### config.mk
export PLATFORM = sky130hd
export DESIGN_NAME = div_unit_flat
export DESIGN_NICKNAME = d
export VERILOG_FILES = /design/src/rtl/div_unit_pkg.sv /design/src/rtl/div_unit_if.sv /design/src/rtl/div_unit_step.sv /design/src/rtl/div_unit.sv /design/src/flat_wrapper.sv
export SDC_FILE = /design/constraint.sdc
export NUM_CORES = 1
export LEC_CHECK = 0
export CAP_MARGIN = 15
export CORE_UTILIZATION = 40
export DETAILED_ROUTE_END_ITERATION = 8
export DONT_BUFFER_PORTS = 1
export PLACE_DENSITY = 0.62
export SKIP_CTS_REPAIR_TIMING = 1
export SLEW_MARGIN = 10
export SYNTH_ARGS = -nofsm -noshare
export SYNTH_HDL_FRONTEND = slang
export SYNTH_SLANG_ARGS = --single-unit
export TNS_END_PERCENT = 5
### constraint.sdc
create_clock -name clock -period 3.2 [get_ports clock]
set_input_delay 0.64 -clock clock [delete_from_list [all_inputs] [get_ports clock]]
set_output_delay 0.64 -clock clock [all_outputs]
set_load 0.01 [all_outputs]
### src/rtl/div_unit_pkg.sv
// Shared types and constants for the iterative HI/LO divider.
package div_unit_pkg;

    // Number of restoring steps for a full-width operand.
    localparam int unsigned DIV_ITER_COUNT = 32;

    typedef enum logic [1:0] {
        DIV_STATE_IDLE = 2'd0,
        DIV_STATE_BUSY = 2'd1,
        DIV_STATE_DONE = 2'd2
    } div_state_e;

    // Result signs captured when the operation is accepted.
    typedef struct packed {
        logic quo_neg;
        logic rem_neg;
    } div_sign_t;

endpackage

### src/rtl/div_unit_if.sv
// Issue/result bundle between the EX stage and the divider (HI/LO write port).
interface div_unit_if #(
    parameter int unsigned DATA_WIDTH = 32
);
    logic                  start;
    logic                  signed_div;
    logic [DATA_WIDTH-1:0] dividend;
    logic [DATA_WIDTH-1:0] divisor;
    logic                  cancel;
    logic                  busy;
    logic                  write_hilo_enable;
    logic [DATA_WIDTH-1:0] write_hi_data;
    logic [DATA_WIDTH-1:0] write_lo_data;

    // Issuer side: the pipeline.
    modport master (
        output start, signed_div, dividend, divisor, cancel,
        input  busy, write_hilo_enable, write_hi_data, write_lo_data
    );

    // Divider side.
    modport slave (
        input  start, signed_div, dividend, divisor, cancel,
        output busy, write_hilo_enable, write_hi_data, write_lo_data
    );
endinterface

### src/rtl/div_unit_step.sv
// One radix-2 restoring iteration on unsigned magnitudes.
module div_step #(
    parameter int unsigned DATA_WIDTH = 32
) (
    input  logic [DATA_WIDTH-1:0] rem_i,
    input  logic [DATA_WIDTH-1:0] quo_i,
    input  logic [DATA_WIDTH-1:0] divisor_i,
    output logic [DATA_WIDTH-1:0] rem_o,
    output logic [DATA_WIDTH-1:0] quo_o
);
    logic [DATA_WIDTH:0]   shifted;
    logic [DATA_WIDTH-1:0] diff;
    logic                  fits;

    // Shift {rem,quo} left, trial-subtract, keep the difference if it did not go negative.
    // The difference is formed in DATA_WIDTH bits: whenever it is kept it is below the divisor.
    always_comb begin
        shifted = {rem_i, quo_i[DATA_WIDTH-1]};
        fits    = (shifted >= {1'b0, divisor_i});
        diff    = shifted[DATA_WIDTH-1:0] - divisor_i;
        quo_o   = {quo_i[DATA_WIDTH-2:0], fits};
        rem_o   = fits ? diff : shifted[DATA_WIDTH-1:0];
    end
endmodule

### src/rtl/div_unit.sv
// Iterative restoring divider for DIV/DIVU; writes HI=remainder, LO=quotient.
module div_unit
    import div_unit_pkg::*;
#(
    parameter int unsigned DATA_WIDTH = DIV_ITER_COUNT
) (
    input  logic       clock,
    input  logic       reset,
    div_unit_if.slave  bus
);
    localparam int unsigned           CNT_W     = $clog2(DATA_WIDTH);
    localparam logic [CNT_W-1:0]      LAST_ITER = CNT_W'(DATA_WIDTH - 1);

    div_state_e             state_q, state_d;
    logic [CNT_W-1:0]       counter_q;
    logic [DATA_WIDTH-1:0]  rem_q, quo_q, divisor_q;
    div_sign_t              sign_q;
    logic                   enable_q, enable_d;
    logic [DATA_WIDTH-1:0]  hi_q, hi_d, lo_q, lo_d;

    logic [DATA_WIDTH-1:0]  step_rem, step_quo;
    logic                   dividend_neg, divisor_neg;
    logic [DATA_WIDTH-1:0]  dividend_abs, divisor_abs;
    logic [DATA_WIDTH-1:0]  rem_fix, quo_fix;

    div_step #(.DATA_WIDTH(DATA_WIDTH)) u_step (
        .rem_i     (rem_q),
        .quo_i     (quo_q),
        .divisor_i (divisor_q),
        .rem_o     (step_rem),
        .quo_o     (step_quo)
    );

    // Operand magnitudes; only signed operations with the MSB set are negated.
    always_comb begin
        dividend_neg = bus.signed_div & bus.dividend[DATA_WIDTH-1];
        divisor_neg  = bus.signed_div & bus.divisor[DATA_WIDTH-1];
        dividend_abs = dividend_neg ? -bus.dividend : bus.dividend;
        divisor_abs  = divisor_neg  ? -bus.divisor  : bus.divisor;
    end

    // State register.
    always_ff @(posedge clock) begin
        if (reset) state_q <= DIV_STATE_IDLE;
        else       state_q <= state_d;
    end

    // Next state; DONE lasts two cycles: one to register results, one with the strobe high.
    always_comb begin
        state_d = state_q;
        unique case (state_q)
            DIV_STATE_IDLE:
                if (bus.start)
                    state_d = (bus.divisor == '0) ? DIV_STATE_DONE : DIV_STATE_BUSY;
            DIV_STATE_BUSY:
                if (counter_q == LAST_ITER) state_d = DIV_STATE_DONE;
            DIV_STATE_DONE:
                if (enable_q) state_d = DIV_STATE_IDLE;
            default:
                state_d = DIV_STATE_IDLE;
        endcase
        if (bus.cancel) state_d = DIV_STATE_IDLE;
    end

    // Outputs: busy, write strobe and sign-corrected results to be registered.
    always_comb begin
        rem_fix  = sign_q.rem_neg ? -rem_q : rem_q;
        quo_fix  = sign_q.quo_neg ? -quo_q : quo_q;
        bus.busy = (state_q != DIV_STATE_IDLE);
        enable_d = (state_q == DIV_STATE_DONE) && !enable_q && !bus.cancel;
        hi_d     = enable_d ? rem_fix : hi_q;
        lo_d     = enable_d ? quo_fix : lo_q;
        bus.write_hilo_enable = enable_q;
        bus.write_hi_data     = hi_q;
        bus.write_lo_data     = lo_q;
    end

    // Datapath: operand capture, iteration and step counter.
    // A zero divisor preloads the final HI/LO values with no sign correction.
    always_ff @(posedge clock) begin
        if (reset) begin
            counter_q <= '0;
            rem_q     <= '0;
            quo_q     <= '0;
            divisor_q <= '0;
            sign_q    <= '0;
        end else if (bus.cancel) begin
            counter_q <= '0;
        end else begin
            unique case (state_q)
                DIV_STATE_IDLE: begin
                    if (bus.start) begin
                        counter_q <= '0;
                        divisor_q <= divisor_abs;
                        if (bus.divisor == '0) begin
                            rem_q  <= bus.dividend;
                            quo_q  <= '1;
                            sign_q <= '0;
                        end else begin
                            rem_q          <= '0;
                            quo_q          <= dividend_abs;
                            sign_q.quo_neg <= dividend_neg ^ divisor_neg;
                            sign_q.rem_neg <= dividend_neg;
                        end
                    end
                end
                DIV_STATE_BUSY: begin
                    rem_q     <= step_rem;
                    quo_q     <= step_quo;
                    counter_q <= (counter_q == LAST_ITER) ? '0 : counter_q + 1'b1;
                end
                default: ;
            endcase
        end
    end

    // HI/LO write port registers.
    always_ff @(posedge clock) begin
        if (reset) begin
            enable_q <= 1'b0;
            hi_q     <= '0;
            lo_q     <= '0;
        end else begin
            enable_q <= enable_d;
            hi_q     <= hi_d;
            lo_q     <= lo_d;
        end
    end
endmodule

### src/flat_wrapper.sv
// flat-port wrapper written by rule: the top's interface ports become plain ports
module div_unit_flat import div_unit_pkg::*;
#(
    parameter int unsigned DATA_WIDTH = DIV_ITER_COUNT
)
  (clock, reset, bus_start, bus_signed_div, bus_dividend, bus_divisor, bus_cancel, bus_busy, bus_write_hilo_enable, bus_write_hi_data, bus_write_lo_data);
  div_unit_if #(.DATA_WIDTH(DATA_WIDTH)) bus_i ();
  input  logic clock;
  input  logic reset;
  input wire logic [$bits(bus_i.start)-1:0] bus_start;
  input wire logic [$bits(bus_i.signed_div)-1:0] bus_signed_div;
  input wire logic [$bits(bus_i.dividend)-1:0] bus_dividend;
  input wire logic [$bits(bus_i.divisor)-1:0] bus_divisor;
  input wire logic [$bits(bus_i.cancel)-1:0] bus_cancel;
  output wire logic [$bits(bus_i.busy)-1:0] bus_busy;
  output wire logic [$bits(bus_i.write_hilo_enable)-1:0] bus_write_hilo_enable;
  output wire logic [$bits(bus_i.write_hi_data)-1:0] bus_write_hi_data;
  output wire logic [$bits(bus_i.write_lo_data)-1:0] bus_write_lo_data;
  assign bus_i.start = bus_start;
  assign bus_i.signed_div = bus_signed_div;
  assign bus_i.dividend = bus_dividend;
  assign bus_i.divisor = bus_divisor;
  assign bus_i.cancel = bus_cancel;
  assign bus_busy = bus_i.busy;
  assign bus_write_hilo_enable = bus_i.write_hilo_enable;
  assign bus_write_hi_data = bus_i.write_hi_data;
  assign bus_write_lo_data = bus_i.write_lo_data;
  div_unit #(.DATA_WIDTH(DATA_WIDTH)) u_core (.clock(clock), .reset(reset), .bus(bus_i));
endmodule
Yosys cells after proc, flatten, opt, wreduce, memory -nomap -nowiden
Cells that the tools add are included.
Word-level totals
  flip-flop bits (word level): 170
Operators by class
  add/subtract/negate cells: 6
  $lt $le $gt $ge: 1
  equal/unequal tests: 6
  mux-type cells: 20
  bitwise operators: 4
  reductions and logical operators: 13
Operators with widths (count)
  32-bit two-way mux: 9
  32-bit negator: 4
  32-bit case mux with 2 select lines: 2
  33-bit by 32-bit greater-or-equal comparator with 1-bit output: 1
  32-bit logical NOT: 1
  32-bit subtractor: 1
  2-bit two-way mux: 5
  5-bit two-way mux: 2
  5-bit case mux with 2 select lines: 1
  3-bit AND reduction: 3
  2-bit case mux with 3 select lines: 1
  5-bit by 1-bit adder with 5-bit output, second input constant: 1
  5-bit equality test, second input constant: 1
  2-bit by 1-bit != test with 1-bit output, second input constant: 2
  2-bit nonzero test: 2
  1-bit bitwise AND: 2
  2-bit by 1-bit equality test with 1-bit output, second input constant: 1
  2-bit equality test, second input constant: 1
  1-bit logical AND: 2
  1-bit logical NOT: 2
  2-bit logical NOT: 1
  2-bit != test, second input constant: 1
  2-bit AND reduction: 1
  2-bit OR reduction: 1
  2 further kinds: 2

Depth between registers and ports, before layout
Gate-level depths: netlist of run 1.
  word-level depth: 5
  gate-level depth with buffers: 11

Modules after synthesis
From an unflattened synthesis of run 1, not the netlist that was laid out.
Second synthesis, totals
  cells, all modules: 1479
  area, all modules: 11639.9 um2
Modules (own cells, without submodules)
  div_unit: instances 1, cells an instance 1133, area an instance 9033.7 um2, seq. area each 3403.3 um2
  div_step: instances 1, cells an instance 346, area an instance 2606.2 um2, seq. area each 0.0 um2

Least setup slack after synthesis of run 1
OpenSTA, ideal clock, no wires.
  path kind: flip-flop to flip-flop
  start: reg u_core.quo_q[31]
  end: reg u_core.rem_q[28]
  arrival time: 2873 ps
  data required time: 3080 ps
  setup slack: 207 ps
  stages on the path, launching flop included: 11
  path buffers: 0
  cells stage by stage: dfxtp_1 inv_1 ha_1 fa_1 nand2b_1 a2111oi_2 and4bb_2 or4b_1 a21o_1 and4_1 a211o_1
On the way
  cells in the longest elaborated chain, start to end: 3
Ends and longest elaborated chain
  from (decl): RTL line div_unit.sv:16  | logic [DATA_WIDTH-1:0] rem_q, quo_q, divisor_q;
  from (signal assigned): RTL line div_unit.sv:101  | quo_q <= dividend_abs;
  from (signal assigned): RTL line div_unit.sv:109  | quo_q <= step_quo;
  32-bit subtractor / 33-bit by 32-bit greater-or-equal comparator with 1-bit output (equally long branches): RTL line div_unit_step.sv:20, div_unit_step.sv:19
  32-bit two-way mux (*): RTL line div_unit_step.sv:22  | rem_o = fits ? diff : shifted[DATA_WIDTH-1:0];
  32-bit case mux with 2 select lines (*): RTL line div_unit.sv:90  | unique case (state_q)
  to (signal assigned): RTL line div_unit.sv:96  | rem_q <= bus.dividend;
  to (signal assigned): RTL line div_unit.sv:108  | rem_q <= step_rem;
  to (decl): RTL line div_unit.sv:16
Mark *: on every way between the ends. The rest lies on a longest branch, timed or not.
A chain may end at the register's enable or synchronous reset.

Worst setup path in the final report of run 1
Ends and elaborated chain as after synthesis.

==> impl_results.rst, run 1 <==
.. list-table::
   :header-rows: 1

   * - Metric
     - Value
   * - R2r startpoint
     - u_core.quo_q[31]
   * - Global-route wire length before repair
     - 57,500 um
   * - Worst Setup SP
     - u_core.quo_q[31]
   * - Count of port buffers added during placement
     - 0
   * - Fillers
     - 2,857
   * - Signal arrival time at the worst endpoint
     - 3.47 ns
   * - Area of the mapped netlist
     - 11,400 um^2
   * - Clock root buffer master
     - sky130_fd_sc_hd__clkbuf_16
   * - Via count
     - 11.1k
   * - Switching power share of the total
     - 35.8%
   * - Number of nets still failing antenna checks after routing
     - 0
   * - Critical hold path startpoint
     - bus_cancel
   * - Number of buffers created by CTS
     - 17
   * - Final hold violations
     - 0
   * - Maximum number of pins on one net before global-route repair
     - 171
   * - Vias in the first global route
     - 10.2k
   * - Synthesis-to-layout area growth
     - 11.7%
   * - Initial standard-cell utilization of the core
     - 40.9%
   * - Count of pins on the block boundary
     - 135
   * - Synth warn
     - 0
   * - Clock power share
     - 33.1%
   * - Most used DFF post-synth
     - sky130_fd_sc_hd__dfxtp_1
   * - Maximum fanout along the worst path
     - 4
   * - Total Routing Usage GR
     - 25.5%
   * - Longest Clk Path Bufs
     - 2
   * - Achievable clock frequency
     - 0.319 GHz
   * - Transition time at the pin with the least slew margin
     - 1.08 ns
   * - Outcome
     - completed
   * - DRC viols
     - 0
   * - Skew-Pair Late Insertion Delay
     - 0.44 ns
   * - Worst flop-to-flop path endpoint
     - u_core.rem_q[28]
   * - Wire length per cell after detailed routing
     - 20.1 um
   * - Final setup violation count
     - 0
   * - Cell Rows
     - 61
   * - Critical path type
     - register to register
   * - Power per unit of standard cell area
     - 489 nW/um^2
   * - Clock edge transition at the registers on the reported setup and hold paths
     - 0.07 ns
   * - Worst ir drop on vdd
     - 0.000423 V
   * - Fraction of layout cells with a size suffix above 1
     - 9.57%
   * - Number of different library cells in the post-synthesis netlist
     - 71
   * - Detailed-route vias per instance
     - 5.97
   * - TritonRoute pass-1 iters
     - 7
   * - Number of violations of the max-capacitance limit
     - 0
   * - Kind of end point of the critical path
     - register
   * - Max-slew violation total from the final report
     - 0
   * - Pleak
     - 0.00459 uW
   * - Core area
     - 27,900 um^2
   * - Weighted congestion at the end of routability-driven global placement
     - 0.905
   * - Clock Sink Count
     - 170
   * - Switching power of the nets
     - 2230 uW
   * - Worst Setup Start Kind
     - register
   * - Register-to-register setup slack
     - 0.06 ns
   * - Number of nets in the finished design
     - 1,579
   * - Crit share post-route
     - 98.0%
   * - Final Skew
     - 0.0124 ns
   * - Endpoint of the most critical setup path
     - u_core.rem_q[28]
   * - Clock tree from TritonCTS
     - yes
   * - Die boundary height
     - 171 um
   * - Setup repair after global routing missed its margin
     - true
   * - Post-synth ARST share
     - 0%
   * - Sequential cell area fraction in the yosys report
     - 29.8%
   * - Cell area after placement
     - 12,200 um^2
   * - Placed wire-length estimate after detailed placement
     - 28,200 um
   * - Iteration-0 DRC Markers
     - 1,246
   * - Final Power
     - 6240 uW
   * - Cell area after layout
     - 12,800 um^2
   * - Worst rel slew slack
     - 28.1%
   * - Required time at the worst-slack endpoint
     - 3.53 ns
   * - Flops & latches, synth
     - 170
   * - Floorplan die area
     - 29,200 um^2
   * - Type of the tightest min-delay check
     - input pin to register
   * - Time the final worst path needs with I/O delays and setup
     - 3.14 ns
   * - Final wirelength
     - 37,400 um
   * - Proportion of power drawn by flip-flops and latches
     - 37.4%
   * - Cells after synthesis
     - 1,477
   * - Number of nets in the synthesized netlist
     - 1,585
   * - Number of cells traversed by the worst register-to-register path
     - 10
   * - P_int
     - 4010 uW
   * - EDFF count, synth
     - 0
   * - Share of power burned in combinational logic
     - 29.5%
   * - Avg Cell Area, Syn
     - 7.73 um^2
   * - Initial antenna violation count
     - 1
   * - CTS H-tree depth
     - 4
   * - Sum of overflow across all layers after global routing
     - 0
   * - Die Span X
     - 171 um
-- cell usage after synthesis (all sizes together), types with 3 or more instances --
| master | number | area share, % |
|---|---|---|
| dfxtp | 170 | 30 |
| nor2 | 162 | 5.3 |
| nand2 | 123 | 4.0 |
| a21oi | 122 | 5.4 |
| a211oi | 103 | 6.8 |
| xor2 | 95 | 7.3 |
| clkbuf | 86 | 2.8 |
| o21ai | 68 | 3.0 |
| inv | 54 | 1.8 |
| ha | 38 | 4.2 |
| xnor2 | 36 | 2.8 |
| nor3 | 32 | 1.4 |
| o221ai | 29 | 2.2 |
| o31ai | 29 | 1.9 |
| nand3 | 27 | 1.2 |
| or3 | 23 | 1.3 |
| o41ai | 22 | 1.8 |
| o21bai | 18 | 1.2 |
| a221oi | 16 | 1.2 |
| or4 | 16 | 1.1 |
| buf | 15 | 0.61 |
| nand4 | 15 | 0.82 |
| o211ai | 14 | 0.92 |
| or2 | 14 | 0.79 |
| a21o | 13 | 0.85 |
| and3 | 13 | 0.71 |
| nor4 | 13 | 0.71 |
| nand3b | 12 | 0.79 |
| a31oi | 9 | 0.49 |
| nand2b | 8 | 0.44 |
| o21a | 8 | 0.53 |
| a311oi | 7 | 0.54 |
| and2 | 7 | 0.38 |
| mux2i | 7 | 0.61 |
| a221o | 5 | 0.44 |
| a22oi | 5 | 0.33 |
| nor2b | 5 | 0.27 |
| and4 | 4 | 0.31 |
| a2111oi | 3 | 0.28 |
| nor4b | 3 | 0.28 |
| or4b | 3 | 0.26 |
-- through the flow --
stage	setup TNS, ns	worst slack [ns]	hold slack (ns)	util, %	cells
5_1_grt	-0.0520	-0.0520	0.252	45.6	1862
3_5_place_dp	0	0.0778	0.453	43.5	1830
4_1_cts	0	0.0407	0.253	45.6	1862
2_1_floorplan	0	0.207	0.432	-	1477
3_3_place_gp	0	0.0684	0.442	43.5	1830
6_report	0	0.0636	0.270	45.7	1863
-- per-layer routing --
layer  vias to the layer above  global-route usage [%]  share of wire [%]
met5                         -                       0                  0
met4                         0                    6.75                1.9
met3                        41                    8.24                 11
met2                       446                    37.4                 41
met1                      5148                    35.4                 46
li1                       5479                       -                  -
-- power groups by stage --
stage	logic (uW)	clock network (uW)	registers, uW
after floorplan	1270	0	2350
after global placement	1780	0	2370
after detailed placement	1790	0	2370
after CTS	1800	2110	2330
after global routing	2020	2200	2340
final	1840	2070	2330
-- critical path, stage by stage, from the launching register on --
cell and delay, ns:
sky130_fd_sc_hd__dfxtp_1 0.36, sky130_fd_sc_hd__inv_1 0.09, sky130_fd_sc_hd__ha_1 0.22, sky130_fd_sc_hd__fa_1 0.42
sky130_fd_sc_hd__nand2b_4 0.18, sky130_fd_sc_hd__a2111oi_4 0.32, sky130_fd_sc_hd__and4bb_2 0.30, sky130_fd_sc_hd__or4b_1 0.52
sky130_fd_sc_hd__a21o_1 0.18, sky130_fd_sc_hd__and4_1 0.19, sky130_fd_sc_hd__a211o_1 0.26
-- worst min-delay path by stage --
| stage | endpoint | depth (start not counted) |
|---|---|---|
| 3_5_place_dp | u_core.divisor_q[31] | 2 |
| 2_1_floorplan | u_core.divisor_q[31] | 2 |
| 6_report | u_core.state_q[0] | 1 |
| 5_1_grt | u_core.state_q[0] | 1 |
| 4_1_cts | u_core.state_q[0] | 1 |
| 3_3_place_gp | u_core.divisor_q[31] | 2 |
-- flip-flops by register name (all words and copies together) (netlist names) --
| signal | flops |
|---|---|
| u_core.divisor_q | 32 |
| u_core.state_q | 2 |
| u_core.counter_q | 5 |
| u_core.sign_q | 2 |
| u_core.rem_q | 32 |
| u_core.bus.write_hi_data | 32 |
| u_core.quo_q | 32 |
| u_core.bus.write_lo_data | 32 |
| u_core.bus.write_hilo_enable | 1 |
-- final cells by class --
type                       count  area [um^2]  share of cell area (%)
multi-input combinational   1152         7470                    58.5
sequential                   170         3400                    26.7
clock inverter                14          133                    1.04
clock buffer                  18          439                    3.44
inverter                      54          203                    1.59
tap                          378          473                    3.71
antenna                        1         2.50                  0.0196
timing repair buffer          76          633                    4.96
-- layout by cell type (no fill, tap or decap), types with 14 or more instances in the layout --
cell / instances
sky130_fd_sc_hd__a211oi_1: 103
sky130_fd_sc_hd__a21oi_1: 121
sky130_fd_sc_hd__a221oi_1: 16
sky130_fd_sc_hd__buf_4: 71
sky130_fd_sc_hd__clkbuf_16: 17
sky130_fd_sc_hd__dfxtp_1: 170
sky130_fd_sc_hd__ha_1: 36
sky130_fd_sc_hd__inv_1: 54
sky130_fd_sc_hd__nand2_1: 123
sky130_fd_sc_hd__nand3_1: 27
sky130_fd_sc_hd__nand4_1: 15
sky130_fd_sc_hd__nor2_1: 161
sky130_fd_sc_hd__nor3_1: 31
sky130_fd_sc_hd__o211ai_1: 14
sky130_fd_sc_hd__o21ai_0: 66
sky130_fd_sc_hd__o21bai_1: 18
sky130_fd_sc_hd__o221ai_1: 29
sky130_fd_sc_hd__o31ai_1: 29
sky130_fd_sc_hd__o41ai_1: 20
sky130_fd_sc_hd__or3_1: 23
sky130_fd_sc_hd__or4_1: 14
sky130_fd_sc_hd__xnor2_1: 36
sky130_fd_sc_hd__xor2_1: 95
-- cell families (layout without fill, tap and decap cells) --
kind of cell               after synthesis  after routing  synth area share [%]
AOI/OAI and AO/OA                      490            490                  29.4
xor gates and xnor gates               131            131                  10.0
adders and majority gates               39             39                  4.34
buffers and inverters                  155            162                  5.22
DFF                                    170            170                  29.8
muxes                                    7              7                 0.614
other                                    0              1                     0
and+or+nand+nor                        485            485                  20.6
No activity file was read; power rests on OpenSTA's default activity.
==> run 2, diff against run 1 <==
--- a/config.mk
+++ b/config.mk
@@ -9,10 +9,11 @@
 export CORE_UTILIZATION = 40
 export DETAILED_ROUTE_END_ITERATION = 8
 export DONT_BUFFER_PORTS = 1
+export HOLD_SLACK_MARGIN = 0.06
 export PLACE_DENSITY = 0.62
 export SKIP_CTS_REPAIR_TIMING = 1
 export SLEW_MARGIN = 10
 export SYNTH_ARGS = -nofsm -noshare
 export SYNTH_HDL_FRONTEND = slang
 export SYNTH_SLANG_ARGS = --single-unit
-export TNS_END_PERCENT = 5
+export TNS_END_PERCENT = 20
==> results of run 2 <==
Same layout as run 1: the final DEF is identical, and so are final timing and power.
==> run 3, diff against run 2 <==
--- a/config.mk
+++ b/config.mk
@@ -5,7 +5,7 @@
 export SDC_FILE = /design/constraint.sdc
 export NUM_CORES = 1
 export LEC_CHECK = 0
-export CAP_MARGIN = 15
+export CORE_MARGIN = 2
 export CORE_UTILIZATION = 40
 export DETAILED_ROUTE_END_ITERATION = 8
 export DONT_BUFFER_PORTS = 1
@@ -16,4 +16,3 @@
 export SYNTH_ARGS = -nofsm -noshare
 export SYNTH_HDL_FRONTEND = slang
 export SYNTH_SLANG_ARGS = --single-unit
-export TNS_END_PERCENT = 20
==> impl_results.rst, run 3 (synthesized netlist as in run 1, its figures left out) <==
.. list-table::
   :header-rows: 1

   * - Metric
     - Value
   * - Outcome
     - completed (unchanged)
   * - Number of buffers created by CTS
     - 17 (unchanged)
   * - Worst ir drop on vdd
     - 0.000374 V (was 0.000423 V)
   * - Register-to-register setup slack
     - 0.10 ns (was 0.06 ns)
   * - Transition time at the pin with the least slew margin
     - 1.07 ns (was 1.08 ns)
   * - Number of nets still failing antenna checks after routing
     - 0 (unchanged)
   * - Busiest layer in global routing
     - met2 (unchanged)
   * - Largest stage delay, worst path
     - 0.52 ns (about the same)
   * - Critical path's slowest cell
     - sky130_fd_sc_hd__or4b_1 (unchanged)
   * - Vias in the first global route
     - 10.3k (was 10.2k)
   * - Clock Sink Count
     - 170 (unchanged)
   * - Weighted congestion at the end of routability-driven global placement
     - 0.913 (was 0.905)
   * - Cell area after placement
     - 12,200 um^2 (about the same)
   * - Number of violations of the max-capacitance limit
     - 0 (unchanged)
   * - Signal arrival time at the worst endpoint
     - 3.42 ns (was 3.47 ns)
   * - Antenna fix cells
     - 0 (was 1)
   * - Crit share post-route
     - 96.8% (was 98.0%)
   * - Setup repair after global routing missed its margin
     - false (was true)
   * - Maximum number of pins on one net before global-route repair
     - 171 (unchanged)
   * - Time the final worst path needs with I/O delays and setup
     - 3.10 ns (was 3.14 ns)
   * - Final-layout worst hold slack
     - 0.275 ns (was 0.270 ns)
   * - Cell area after layout
     - 12,800 um^2 (about the same)
   * - Number of nets in the finished design
     - 1,582 (was 1,579)
   * - Sink of the worst hold path
     - u_core.bus.write_hi_data[4] (was u_core.state_q[0])
   * - Total Routing Usage GR
     - 24.7% (was 25.5%)
   * - Clock root buffer master
     - sky130_fd_sc_hd__clkbuf_16 (unchanged)
   * - Iteration-0 DRC Markers
     - 955 (was 1,246)
   * - Wire length per cell after detailed routing
     - 20.2 um (was 20.1 um)
   * - Number of cells traversed by the worst register-to-register path
     - 10 (unchanged)
   * - Max-slew violation total from the final report
     - 0 (unchanged)
   * - Count of pins on the block boundary
     - 135 (unchanged)
   * - Kind of end point of the critical path
     - register (unchanged)
   * - Worst rel slew slack
     - 28.5% (was 28.1%)
   * - Final Skew
     - 0.0134 ns (was 0.0124 ns)
   * - Critical hold path startpoint
     - reset (was bus_cancel)
   * - Core area
     - 27,900 um^2 (unchanged)
   * - Area used by multi-input combinational logic
     - 7460 um^2 (was 7470 um^2)
   * - Cell Rows
     - 61 (unchanged)
   * - Longest Clk Path Bufs
     - 2 (unchanged)
   * - Worst Setup SP
     - u_core.quo_q[31] (unchanged)
   * - Worst Slack Setup Final
     - 0.103 ns (was 0.0636 ns)
   * - Final setup violation count
     - 0 (unchanged)
   * - Final hold violations
     - 0 (unchanged)
   * - Dpl ws
     - 0.0400 ns (was 0.0778 ns)
   * - Placed wire-length estimate after detailed placement
     - 28,400 um (was 28,200 um)
   * - Worst flop-to-flop path endpoint
     - u_core.rem_q[28] (unchanged)
   * - Fillers
     - 2,860 (was 2,857)
   * - Worst Setup Start Kind
     - register (unchanged)
   * - Count of port buffers added during placement
     - 0 (unchanged)
   * - Met3 track demand over resource in global routing
     - 5.87% (was 8.24%)
   * - Die boundary height
     - 173 um (was 171 um)
   * - Critical path type
     - register to register (unchanged)
   * - R2r startpoint
     - u_core.quo_q[31] (unchanged)
   * - Commonest non-fill, non-tap cell in the layout
     - sky130_fd_sc_hd__dfxtp_1 (unchanged)
   * - DRC viols
     - 0 (unchanged)
   * - Initial antenna violation count
     - 0 (was 1)
   * - Global-route wire length before repair
     - 59,300 um (was 57,500 um)
   * - Maximum fanout along the worst path
     - 3 (was 4)
   * - Initial standard-cell utilization of the core
     - 40.9% (unchanged)
   * - Via count
     - 11.2k (was 11.1k)
   * - Detailed-route vias per instance
     - 6.02 (was 5.97)
   * - TritonRoute pass-1 iters
     - 5 (was 7)
   * - Required time at the worst-slack endpoint
     - 3.53 ns (about the same)
   * - Ordered cell list for the critical path
     - inv_1 -> ha_1 -> fa_2 -> nand2b_4 -> a2111oi_4 -> and4bb_2 -> or4b_1 -> a21o_1 -> and4_1 -> a211o_1 (was inv_1 -> ha_1 -> fa_1 -> nand2b_4 -> a2111oi_4 -> and4bb_2 -> or4b_1 -> a21o_1 -> and4_1 -> a211o_1)
   * - CTS H-tree depth
     - 4 (unchanged)
   * - Final wirelength
     - 37,700 um (was 37,400 um)
   * - Sum of overflow across all layers after global routing
     - 0 (unchanged)
   * - Clock tree from TritonCTS
     - yes (unchanged)
   * - Most frequent cells in the layout
     - 169 x sky130_fd_sc_hd__dfxtp_1, 161 x sky130_fd_sc_hd__nor2_1, 123 x sky130_fd_sc_hd__nand2_1, 121 x sky130_fd_sc_hd__a21oi_1, 103 x sky130_fd_sc_hd__a211oi_1 (was 170 x sky130_fd_sc_hd__dfxtp_1, 161 x sky130_fd_sc_hd__nor2_1, 123 x sky130_fd_sc_hd__nand2_1, 121 x sky130_fd_sc_hd__a21oi_1, 103 x sky130_fd_sc_hd__a211oi_1)
   * - Skew-Pair Late Insertion Delay
     - 0.44 ns (about the same)
   * - Setup TNS
     - 0 ns (unchanged)
   * - Synthesis-to-layout area growth
     - 12.4% (was 11.7%)
   * - Fraction of layout cells with a size suffix above 1
     - 9.75% (was 9.57%)
   * - Met1 track demand over resource in global routing
     - 35.9% (was 35.4%)
   * - Floorplan die area
     - 29,900 um^2 (was 29,200 um^2)
   * - Worst hold path stage count
     - 1 (unchanged)
   * - Clock edge transition at the registers on the reported setup and hold paths
     - 0.07 ns (about the same)
   * - Achievable clock frequency
     - 0.323 GHz (was 0.319 GHz)
   * - Pleak
     - 0.00463 uW (was 0.00459 uW)
   * - Type of the tightest min-delay check
     - input pin to register (unchanged)
   * - Die Span X
     - 173 um (was 171 um)
   * - Power per unit of standard cell area
     - 502 nW/um^2 (was 489 nW/um^2)
   * - Met2 capacity usage during global routing
     - 36.4% (was 37.4%)
   * - Storage element area
     - 3400 um^2 (about the same)
-- run 3: changes by cell type in the layout (fill, tap and decap cells not counted), sizes merged --
cell	delta
diode	-1
buf	+3
inv	-3
bufinv	+3
-- run 3: worst max path at each step --
stage / endpoint / slack, ns / cells past startpoint
after global routing: u_core.rem_q[26] / 0.005 / 10
after CTS: u_core.rem_q[28] / 0.009 / 10
final: u_core.rem_q[28] / 0.10 / 10
after floorplan: u_core.rem_q[28] / 0.21 / 10
after detailed placement: u_core.rem_q[28] / 0.04 / 10
after global placement: u_core.rem_q[28] / 0.06 / 10
-- run 3: per-stage QoR --
stage,power (uW),util [%],cells
after floorplan,3620,-,1477
after global placement,4160,43.6,1832
after detailed placement,4170,43.6,1832
after CTS,6420,45.8,1864
after global routing,6750,45.9,1865
final,6440,45.9,1865
-- run 3: where the power goes --
group / leakage [uW] / total [uW] / internal (uW) / switching [uW]
Combinational: 0.00294 / 1860 / 745 / 1110
Clock: 0.000304 / 2250 / 1270 / 978
Sequential: 0.00139 / 2330 / 2210 / 120
Total: 0.00463 / 6440 / 4230 / 2210
-- run 3: critical path, delay by kind of cell, from the launching register on --
| family | cells | cell delay [ns] |
|---|---|---|
| compound gates | 3 | 0.83 |
| flops | 1 | 0.34 |
| fa+ha+maj | 2 | 0.58 |
| simple gates | 4 | 1.16 |
| buf+inv | 1 | 0.07 |
-- run 3: final cells by class --
| class | instances | share of cell area (%) |
|---|---|---|
| Multi-Input combinational cell | 1152 | 58.1 |
| Sequential cell | 170 | 26.5 |
| Timing Repair Buffer | 79 | 5.21 |
| Tap cell | 378 | 3.68 |
| Clock buffer | 18 | 3.42 |
| Inverter | 54 | 1.58 |
| Clock inverter | 14 | 1.43 |
-- run 3: layer usage --
metal	share of wire, %	vias up
li1	-	5455
met1	46	5265
met2	42	456
met3	9.9	46
met4	1.8	0
met5	0	-
